===== config.mk =====
export PLATFORM = sky130hd
export DESIGN_NAME = dyn_bpu
export DESIGN_NICKNAME = d
export VERILOG_FILES = /design/src/rtl/dyn_bpu_pkg.sv /design/src/rtl/dyn_bpu_if.sv /design/src/rtl/dyn_bpu_bht.sv /design/src/rtl/dyn_bpu.sv
export SDC_FILE = /design/constraint.sdc
export NUM_CORES = 1
export LEC_CHECK = 0
export ABC_AREA = 1
export CAP_MARGIN = 20
export CORE_ASPECT_RATIO = 1.5
export CORE_MARGIN = 2
export CORE_UTILIZATION = 54
export DETAILED_ROUTE_END_ITERATION = 10
export PLACE_DENSITY = 0.81
export SYNTH_ARGS = -nofsm -noshare
export SYNTH_HDL_FRONTEND = slang
export SYNTH_SLANG_ARGS = --single-unit

===== constraint.sdc =====
create_clock -name clk -period 4.5 [get_ports clk]
set_clock_uncertainty 0.15 [all_clocks]
set_input_delay 0.675 -clock clk [delete_from_list [all_inputs] [get_ports clk]]
set_output_delay 0.675 -clock clk [all_outputs]
set_load 0.05 [all_outputs]

===== src/rtl/dyn_bpu_pkg.sv =====
// Shared configuration for the dynamic branch predictor: opcodes, widths,
// 2-bit counter encodings and the saturating counter step.
package dyn_bpu_pkg;

    localparam int          XLEN          = 32;
    localparam logic [6:0]  OPCODE_JAL    = 7'b1101111;
    localparam logic [6:0]  OPCODE_BREACH = 7'b1100011;
    localparam logic [31:0] ZERO_32BIT    = 32'h0000_0000;
    localparam logic [31:0] STAT_MAX      = 32'hFFFF_FFFF;

    typedef enum logic [1:0] {
        SNT = 2'b00,
        WNT = 2'b01,
        WT  = 2'b10,
        ST  = 2'b11
    } ctr_t;

    typedef enum logic [1:0] {
        INS_OTHER  = 2'd0,
        INS_JAL    = 2'd1,
        INS_BRANCH = 2'd2
    } ins_kind_t;

    // Saturating up/down step of a 2-bit direction counter.
    function automatic ctr_t ctr_step(ctr_t c, logic taken);
        ctr_t n;
        n = c;
        if (taken) begin
            if (c != ST) n = ctr_t'(c + 2'd1);
        end else begin
            if (c != SNT) n = ctr_t'(c - 2'd1);
        end
        return n;
    endfunction

endpackage


===== src/rtl/dyn_bpu_if.sv =====
// Port bundle between the predictor core and its branch history table:
// one combinational read port and one clocked write port.
interface dyn_bpu_if #(
    parameter int IDX_W = 6
);
    import dyn_bpu_pkg::*;

    logic [IDX_W-1:0] rd_idx;
    ctr_t             rd_ctr;
    logic             wr_en;
    logic [IDX_W-1:0] wr_idx;
    logic             wr_taken;

    modport master (
        output rd_idx,
        output wr_en,
        output wr_idx,
        output wr_taken,
        input  rd_ctr
    );

    modport slave (
        input  rd_idx,
        input  wr_en,
        input  wr_idx,
        input  wr_taken,
        output rd_ctr
    );

endinterface


===== src/rtl/dyn_bpu_bht.sv =====
// Branch history table: BHT_DEPTH saturating 2-bit counters with an
// asynchronous reset to BHT_INIT, zero-latency read and edge-triggered update.
module bpu_bht
    import dyn_bpu_pkg::*;
#(
    parameter int         BHT_DEPTH = 64,
    parameter logic [1:0] BHT_INIT  = 2'b01
) (
    input  logic         clk,
    input  logic         rst_n,
    dyn_bpu_if.slave     bht
);

    localparam int IDX_W = $clog2(BHT_DEPTH);

    ctr_t ctr_vec [BHT_DEPTH];

    // Per-entry registers so the whole table clears asynchronously; a read
    // during a same-index write sees the old value (no bypass).
    generate
        for (genvar gi = 0; gi < BHT_DEPTH; gi++) begin : g_entry
            ctr_t ctr_reg;

            always_ff @(posedge clk or negedge rst_n) begin
                if (!rst_n) begin
                    ctr_reg <= ctr_t'(BHT_INIT);
                end else if (bht.wr_en && (bht.wr_idx == IDX_W'(gi))) begin
                    ctr_reg <= ctr_step(ctr_reg, bht.wr_taken);
                end
            end

            assign ctr_vec[gi] = ctr_reg;
        end
    endgenerate

    assign bht.rd_ctr = ctr_vec[bht.rd_idx];

endmodule


===== src/rtl/dyn_bpu.sv =====
// Dynamic branch predictor: decodes the fetched word, forms the target and
// chooses the next PC from a 2-bit BHT; also keeps resolved-branch statistics.
module dyn_bpu #(
    parameter int         XLEN      = dyn_bpu_pkg::XLEN,
    parameter int         BHT_DEPTH = 64,
    parameter logic [1:0] BHT_INIT  = 2'b01
) (
    input  logic            clk,
    input  logic            rst_n,
    input  logic [XLEN-1:0] pc,
    input  logic [XLEN-1:0] instruction,
    input  logic            flush_flag,
    input  logic [XLEN-1:0] flush_addr,
    input  logic            upd_valid,
    input  logic [XLEN-1:0] upd_pc,
    input  logic            upd_taken,
    input  logic            upd_mispred,
    output logic [XLEN-1:0] pc_pred,
    output logic            pred_taken,
    output logic [31:0]     stat_branches,
    output logic [31:0]     stat_mispreds
);
    import dyn_bpu_pkg::*;

    localparam int IDX_W = $clog2(BHT_DEPTH);

    logic [6:0]      opcode;
    ins_kind_t       kind;
    logic [XLEN-1:0] imm_jal;
    logic [XLEN-1:0] imm_br;
    logic [XLEN-1:0] imm;
    logic [31:0]     stat_branches_reg;
    logic [31:0]     stat_mispreds_reg;

    dyn_bpu_if #(.IDX_W(IDX_W)) bht_bus ();

    bpu_bht #(
        .BHT_DEPTH (BHT_DEPTH),
        .BHT_INIT  (BHT_INIT)
    ) u_bht (
        .clk   (clk),
        .rst_n (rst_n),
        .bht   (bht_bus)
    );

    // Word-aligned PCs: bits [1:0] carry no information for indexing.
    assign bht_bus.rd_idx   = pc[IDX_W+1:2];
    assign bht_bus.wr_en    = upd_valid;
    assign bht_bus.wr_idx   = upd_pc[IDX_W+1:2];
    assign bht_bus.wr_taken = upd_taken;

    assign opcode  = instruction[6:0];
    assign imm_jal = {{(XLEN-20){instruction[31]}}, instruction[19:12],
                      instruction[20], instruction[30:21], 1'b0};
    assign imm_br  = {{(XLEN-12){instruction[31]}}, instruction[7],
                      instruction[30:25], instruction[11:8], 1'b0};

    always_comb begin
        kind = INS_OTHER;
        imm  = XLEN'(ZERO_32BIT);
        case (opcode)
            OPCODE_JAL: begin
                kind = INS_JAL;
                imm  = imm_jal;
            end
            OPCODE_BREACH: begin
                kind = INS_BRANCH;
                imm  = imm_br;
            end
            default: begin
                kind = INS_OTHER;
                imm  = XLEN'(ZERO_32BIT);
            end
        endcase
    end

    // Flush only redirects the PC; pred_taken still reflects the decode.
    always_comb begin
        pred_taken = (kind == INS_JAL) ||
                     ((kind == INS_BRANCH) && bht_bus.rd_ctr[1]);
        pc_pred    = pc + XLEN'(4);
        if (flush_flag) begin
            pc_pred = flush_addr;
        end else if (pred_taken) begin
            pc_pred = pc + imm;
        end
    end

    always_ff @(posedge clk or negedge rst_n) begin
        if (!rst_n) begin
            stat_branches_reg <= '0;
            stat_mispreds_reg <= '0;
        end else if (upd_valid) begin
            if (stat_branches_reg != STAT_MAX) begin
                stat_branches_reg <= stat_branches_reg + 32'd1;
            end
            if (upd_mispred && (stat_mispreds_reg != STAT_MAX)) begin
                stat_mispreds_reg <= stat_mispreds_reg + 32'd1;
            end
        end
    end

    assign stat_branches = stat_branches_reg;
    assign stat_mispreds = stat_mispreds_reg;

    logic unused_bits;
    assign unused_bits = ^{upd_pc[XLEN-1:IDX_W+2], upd_pc[1:0], bht_bus.rd_ctr[0]};

endmodule


# Word level (Yosys, flattened, before mapping)
# Cells that the tools add are included.
[classes]
n_addsub = 132
multipliers = 0
div = 0
n_lt_le_gt_ge = 1
eq_ne = 197
n_shift = 0
n_mux = 199
bitwise_logic = 1
n_reduce_logical = 262
[op_table]
columns = ["op", "n"]
rows = [
  ["2-to-1 mux 2 bit", 194],
  ["nonzero test 2 bit", 128],
  ["== test 6 bit, second input constant", 32],
  ["AND reduction 3 bit", 64],
  ["adder 2 x 1 -> 2 bit, second input constant", 64],
  ["!= test 2 x 1 -> 1 bit, second input constant", 64],
  ["!= test 2 bit, second input constant", 64],
  ["subtractor 2 x 1 -> 2 bit, second input constant", 64],
  ["== test 6 x 5 -> 1 bit, second input constant", 16],
  ["logical AND 1 bit", 66],
  ["adder 32 x 1 -> 32 bit, second input constant", 2],
  ["2-to-1 mux 32 bit", 2],
  ["!= test 32 bit, second input constant", 2],
  ["one-hot mux 32 bit (2 select lines)", 1],
  ["== test 6 x 4 -> 1 bit, second input constant", 8],
  ["adder 32 x 3 -> 32 bit, second input constant", 1],
  ["adder 32 bit", 1],
  ["== test 6 x 3 -> 1 bit, second input constant", 4],
  ["== test 7 bit, second input constant", 2],
  ["binary-select mux 2 bit (select 6 bit)", 1],
  ["== test 6 x 2 -> 1 bit, second input constant", 2],
  [">= comparator 7 bit, second input constant", 1],
  ["NOT 6 -> 7 bit", 1],
  ["== test 6 x 1 -> 1 bit, second input constant", 1],
  ["6 further kinds", 7],
]
[totals]
regBits = 192
latch_bits = 0
mem_bits_rw = 0
rom_bits = 0
input_bits = 134
out_inout_bits = 97
elab_cells = 858
memories = 0

# Logic depth before layout (Yosys ltp)
[logic_depth]
word_depth = 8
ltp_mapped = 23
ltp_nobuf = 23

# Modules after synthesis
# From an unflattened synthesis, not the netlist that was laid out.
[unflattened]
cells_unflattened = 2381
hier_area_um2 = 15373.5
[by_module_without_submodules]
columns = ["module", "n_inst", "cells_each", "area_per_inst_um2", "seq_area_each_um2"]
rows = [
  ["bpu_bht", 1, 1069, 7831.3, 3283.1],
  ["dyn_bpu", 1, 1312, 7542.2, 1601.5],
]

# Worst setup path before layout
# OpenSTA, ideal clock, no wires.
[synth_path]
path_type = "in2out"
start = "input instruction[6]"
end = "output pc_pred[28]"
arrival_time_ns = 3.248
required_time_ns = 3.675
slack_ns = 0.427
stages = 19
path_buffers = 1
cell_sequence = "nand2_1 nor2_1 nand2_1 nand2_1 clkbuf_1 inv_1 nor2_1 ha_1 a21oi_1 o21bai_1 nand2_1 nand3b_1 nand2_1 nand3_1 nand2_1 nand3_1 nand2_1 nand2_1 nand2_1"
[synth_via]
elab_chain_cells = 7
word_cells_on_any_way = 11
classes_between = "add/sub: 1; eq/ne: 4; mux: 4; reduce/logical: 2"
[synth_lines]
columns = ["element", "line", "rtl"]
rows = [
  ["start, declared", "dyn_bpu.sv:11", "input logic [XLEN-1:0] instruction,"],
  ["branches (longest 5 deep; another with adder 32 bit)", "--", ""],
  ["2-to-1 mux 32 bit (*)", "dyn_bpu.sv:84", "end else if (pred_taken) begin"],
  ["2-to-1 mux 32 bit (*)", "dyn_bpu.sv:82", "if (flush_flag) begin"],
  ["end, declared", "dyn_bpu.sv:18", "output logic [XLEN-1:0] pc_pred,"],
]
# Mark *: on every way between the ends.

# Worst setup path after layout
[layout_path]
start = "input pc[4]"
end = "output pc_pred[26]"
[layout_via]
elab_chain_cells = 8
word_cells_on_any_way = 10
classes_between = "add/sub: 2; mux: 5; bitwise: 1; reduce/logical: 2"
[layout_lines]
columns = ["element", "line", "rtl"]
rows = [
  ["start, declared", "dyn_bpu.sv:10", "input logic [XLEN-1:0] pc,"],
  ["NOT 6 -> 7 bit (implied by the code)", "dyn_bpu_bht.sv:36", "assign bht.rd_ctr = ctr_vec[bht.rd_idx];"],
  ["binary-select mux 2 bit (select 6 bit)", "dyn_bpu_bht.sv:36", ""],
  ["2-to-1 mux 2 bit (implied by the code) (2 in series)", "dyn_bpu_bht.sv:36", ""],
  ["logical AND 1 bit", "dyn_bpu.sv:80", "((kind == INS_BRANCH) && bht_bus.rd_ctr[1]);"],
  ["logical OR 1 bit", "dyn_bpu.sv:79", "pred_taken = (kind == INS_JAL) ||"],
  ["2-to-1 mux 32 bit (*)", "dyn_bpu.sv:84", ""],
  ["2-to-1 mux 32 bit (*)", "dyn_bpu.sv:82", ""],
]
# Every way passes the cells marked *; elsewhere a longest branch is shown, timed or not. The select of a mux whose other input is x is not followed.

==> impl_metrics.env <==
export IMPL_status="complete, no violations"
export IMPL_fin_hold_ws_ns=0.0933
export IMPL_syn_to_final_growth_pct=32.0
export IMPL_ant_nets=0
export IMPL_clk_latency_ns=0.46
export IMPL_slew_headroom_pct=42.7
export IMPL_ys_flop_type="dfrtp_1"
export IMPL_synth_top_area_share_pct=22.7
export IMPL_fin_cells=2695
export IMPL_die_y_um=202
export IMPL_antenna_found_initial=0
export IMPL_final_core_util_pct=72.3
export IMPL_cts_made_buffers=17
export IMPL_ys_async_sr_fraction_pct=100
export IMPL_slowest_delay_ns=0.74
export IMPL_cts_tree="built"
export IMPL_yosys_area_top_type="dfrtp_1"
export IMPL_ir_drop_v=0.000408
export IMPL_cap_violations=0
export IMPL_root_buffer="clkbuf_16"
export IMPL_hold_class="in -> async"
export IMPL_gp_congestion=1.02
export IMPL_synth_area_per_cell_um2=6.81
export IMPL_path_buf_inv=4
export IMPL_fmax_ghz=0.229
export IMPL_critPathSlowestCell="clkdlybuf4s50_1"
export IMPL_post_route_period_util_pct=97.0
export IMPL_synth_nets=2239
export IMPL_setup_viol=0
export IMPL_synthCells=2071
export IMPL_drc=0
export IMPL_dpl_hpwl_um=35400
export IMPL_first_iter_violations=1006
export IMPL_vias_per_cell=5.65
export IMPL_required_ns=3.67
export IMPL_synthTopCellsByArea="dfrtp_1 (23%), nand2_1 (16%), dfstp_2 (12%), o21ai_0 (8.9%), inv_1 (6.6%)"
export IMPL_die_w_um=136
export IMPL_nets=2517
export IMPL_htreeDepth=4
export IMPL_drt_first_pass_iters=8
export IMPL_netlist_area_mm2=0.0141
export IMPL_core_mm2=0.0258
export IMPL_clockBufferDepth=2
export IMPL_finalCriticalPeriod_ns=4.36
export IMPL_synth_seq_cells=192
export IMPL_yosysSeqAreaShare_pct=34.6
export IMPL_p_leak_nw=8.82
export IMPL_fp_row_count=72
export IMPL_vias=15236
export IMPL_port_buffers=204
export IMPL_io_pins=231
export IMPL_grt_max_degree=97
export IMPL_clkTransAtPathRegs_ns=0.08
export IMPL_crit_chain="clkdlybuf4s50_1 -> buf_4 -> nor2_1 -> inv_1 -> a21oi_1 -> nor2_1 -> nand2_1 -> nand3_1 -> nand2_1 -> nand2_4 -> nand3_1 -> nand2_1 -> nand2_1 -> nand2_2 -> buf_12"
export IMPL_crit_path_start_kind="input pin"
export IMPL_p_per_area_mw_per_mm2=279
export IMPL_placed_area_mm2=0.0174
export IMPL_cts_sinks=192
export IMPL_fillers=2115
export IMPL_worst_slew_pin_slew_ns=0.859
export IMPL_worst_ep_arrival_time_ns=3.54
export IMPL_critPathCaptureType="primary output"
export IMPL_track_usage_pct=33.9
export IMPL_largest_reg_flops=128
export IMPL_totalWireLength_um=46800
export IMPL_overflow=0
export IMPL_finalHoldViolations=0
export IMPL_wl_per_cell_um=17.4
export IMPL_synth_cell_types=44
export IMPL_synth_edf_count=0
export IMPL_crit_type="in -> out"
export IMPL_grt_pass1_vias=15132
export IMPL_grt_pass1_wl_um=73700
export IMPL_final_cell_area_mm2=0.0186
export IMPL_maxSlewViolCount=0
export IMPL_ys_warn_count=0
export IMPL_antenna_cells=0
export IMPL_critical_path_most_common_cell="nand2_1"
export IMPL_placedCellCount=2654
export IMPL_drive_above_1_share_pct=16.0
export IMPL_critPathMaxFanout=19
export IMPL_dieArea_mm2=0.0275
export IMPL_crit_family="buffers and inverters"
export IMPL_start_util_pct=54.8
==> logic make-up (layout without fill, tap and decap cells) <==
logic type                 Yosys count  after routing  synth area share [%]
xor gates and xnor gates           102            102                  6.33
buffers and inverters              307            598                  8.70
AOI/OAI and AO/OA                  381            381                  14.4
and+or+nand+nor                   1025           1025                  30.7
adders and majority gates           64             64                  5.20
DFF                                192            192                  34.6
==> cell usage after synthesis (4+ instances only) <==
| cell | instances |
|---|---|
| dfrtp_1 | 128 |
| ha_1 | 33 |
| buf_6 | 4 |
| a32o_1 | 4 |
| nor2_2 | 5 |
| clkbuf_1 | 28 |
| xor2_1 | 74 |
| nor2_1 | 157 |
| nand3_1 | 159 |
| nor4_1 | 13 |
| inv_1 | 248 |
| a21oi_1 | 82 |
| buf_4 | 8 |
| inv_2 | 4 |
| nand3b_1 | 5 |
| nand4_1 | 33 |
| nand2_2 | 5 |
| nand2_1 | 601 |
| o211ai_1 | 8 |
| o21ai_0 | 250 |
| o21bai_1 | 7 |
| maj3_1 | 30 |
| nor3_1 | 35 |
| xnor2_1 | 28 |
| dfstp_2 | 64 |
| a211oi_1 | 20 |
| buf_2 | 12 |
==> cell type report <==
type | count | area [µm²] | area share (%)
Clock buffer | 17 | 425 | 2.29
Clock inverter | 15 | 161 | 0.867
Inverter | 252 | 950 | 5.10
Multi-Input combinational cell | 1572 | 8520 | 45.8
Sequential cell | 192 | 4880 | 26.2
Tap cell | 333 | 417 | 2.24
Timing Repair Buffer | 314 | 3250 | 17.5
==> timing repair <==
item,in CTS,in global routing
hold buffers,0,0
endpoints found under the setup margin,26,30
pin swaps,18,16
gates resized for setup,51,87
setup buffers,3,6
hold endpoints to repair,0,0
==> per-stage QoR <==
stage                     power (mW)    TNS, ns  worst slack, ns
after floorplan                 2.98          0            0.427
after global placement          3.56      -3.12           -0.265
after global routing            5.42     -0.116          -0.0813
after detailed placement        3.62      -4.49           -0.350
after CTS                       5.18  -0.000134        -0.000134
final                           5.20          0            0.137
==> report_power, final <==
| group | leakage (nW) | internal (mW) | switching, mW |
|---|---|---|---|
| clock network | 0.282 | 0.792 | 0.763 |
| registers | 2.37 | 1.98 | 0.193 |
| logic | 6.18 | 0.568 | 0.898 |
| total | 8.82 | 3.34 | 1.85 |
==> worst paths after layout <==
| check | start | end | slack, ns | cells past startpoint |
|---|---|---|---|---|
| setup / recovery | pc[4] | pc_pred[26] | 0.14 | 15 |
| hold / removal | rst_n | stat_branches[7]$_DFFE_PN0P_ | 0.09 | 1 |
| setup reg to reg | stat_mispreds[0]$_DFFE_PN0P_ | stat_mispreds[18]$_DFFE_PN0P_ | 1.86 | 10 |
| hold reg to reg | u_bht.g_entry[20].ctr_reg[0]$_DFFE_PN1P_ | u_bht.g_entry[20].ctr_reg[0]$_DFFE_PN1P_ | 0.34 | 2 |
| max in group asynchronous | rst_n | u_bht.g_entry[15].ctr_reg[0]$_DFFE_PN1P_ | 3.16 | 2 |
| min in group clk | u_bht.g_entry[20].ctr_reg[0]$_DFFE_PN1P_ | u_bht.g_entry[20].ctr_reg[0]$_DFFE_PN1P_ | 0.34 | 2 |
==> routing by layer <==
metal  vias up  wire (µm)  global-route usage (%)
li1       7324          -                       -
met1      7214      17400                    37.5
met2       545      24000                    60.7
met3       153       2230                    4.69
met4         0       3200                    20.6
met5         -          0                       0
==> cells in the final DEF (no fill, tap or decap), types with 12 or more instances in the layout <==
master,instances
a211oi_1,20
a21oi_1,68
a21oi_2,13
buf_12,36
buf_4,105
clkbuf_16,17
clkdlybuf4s50_1,161
dfrtp_1,128
dfstp_2,64
ha_1,19
inv_1,243
maj3_1,30
nand2_1,561
nand2_2,39
nand3_1,150
nand4_1,33
nor2_1,142
nor2_2,15
nor3_1,29
nor4_1,12
o21ai_0,247
xnor2_1,27
xor2_1,72
Power figures use the tool's default switching activity.
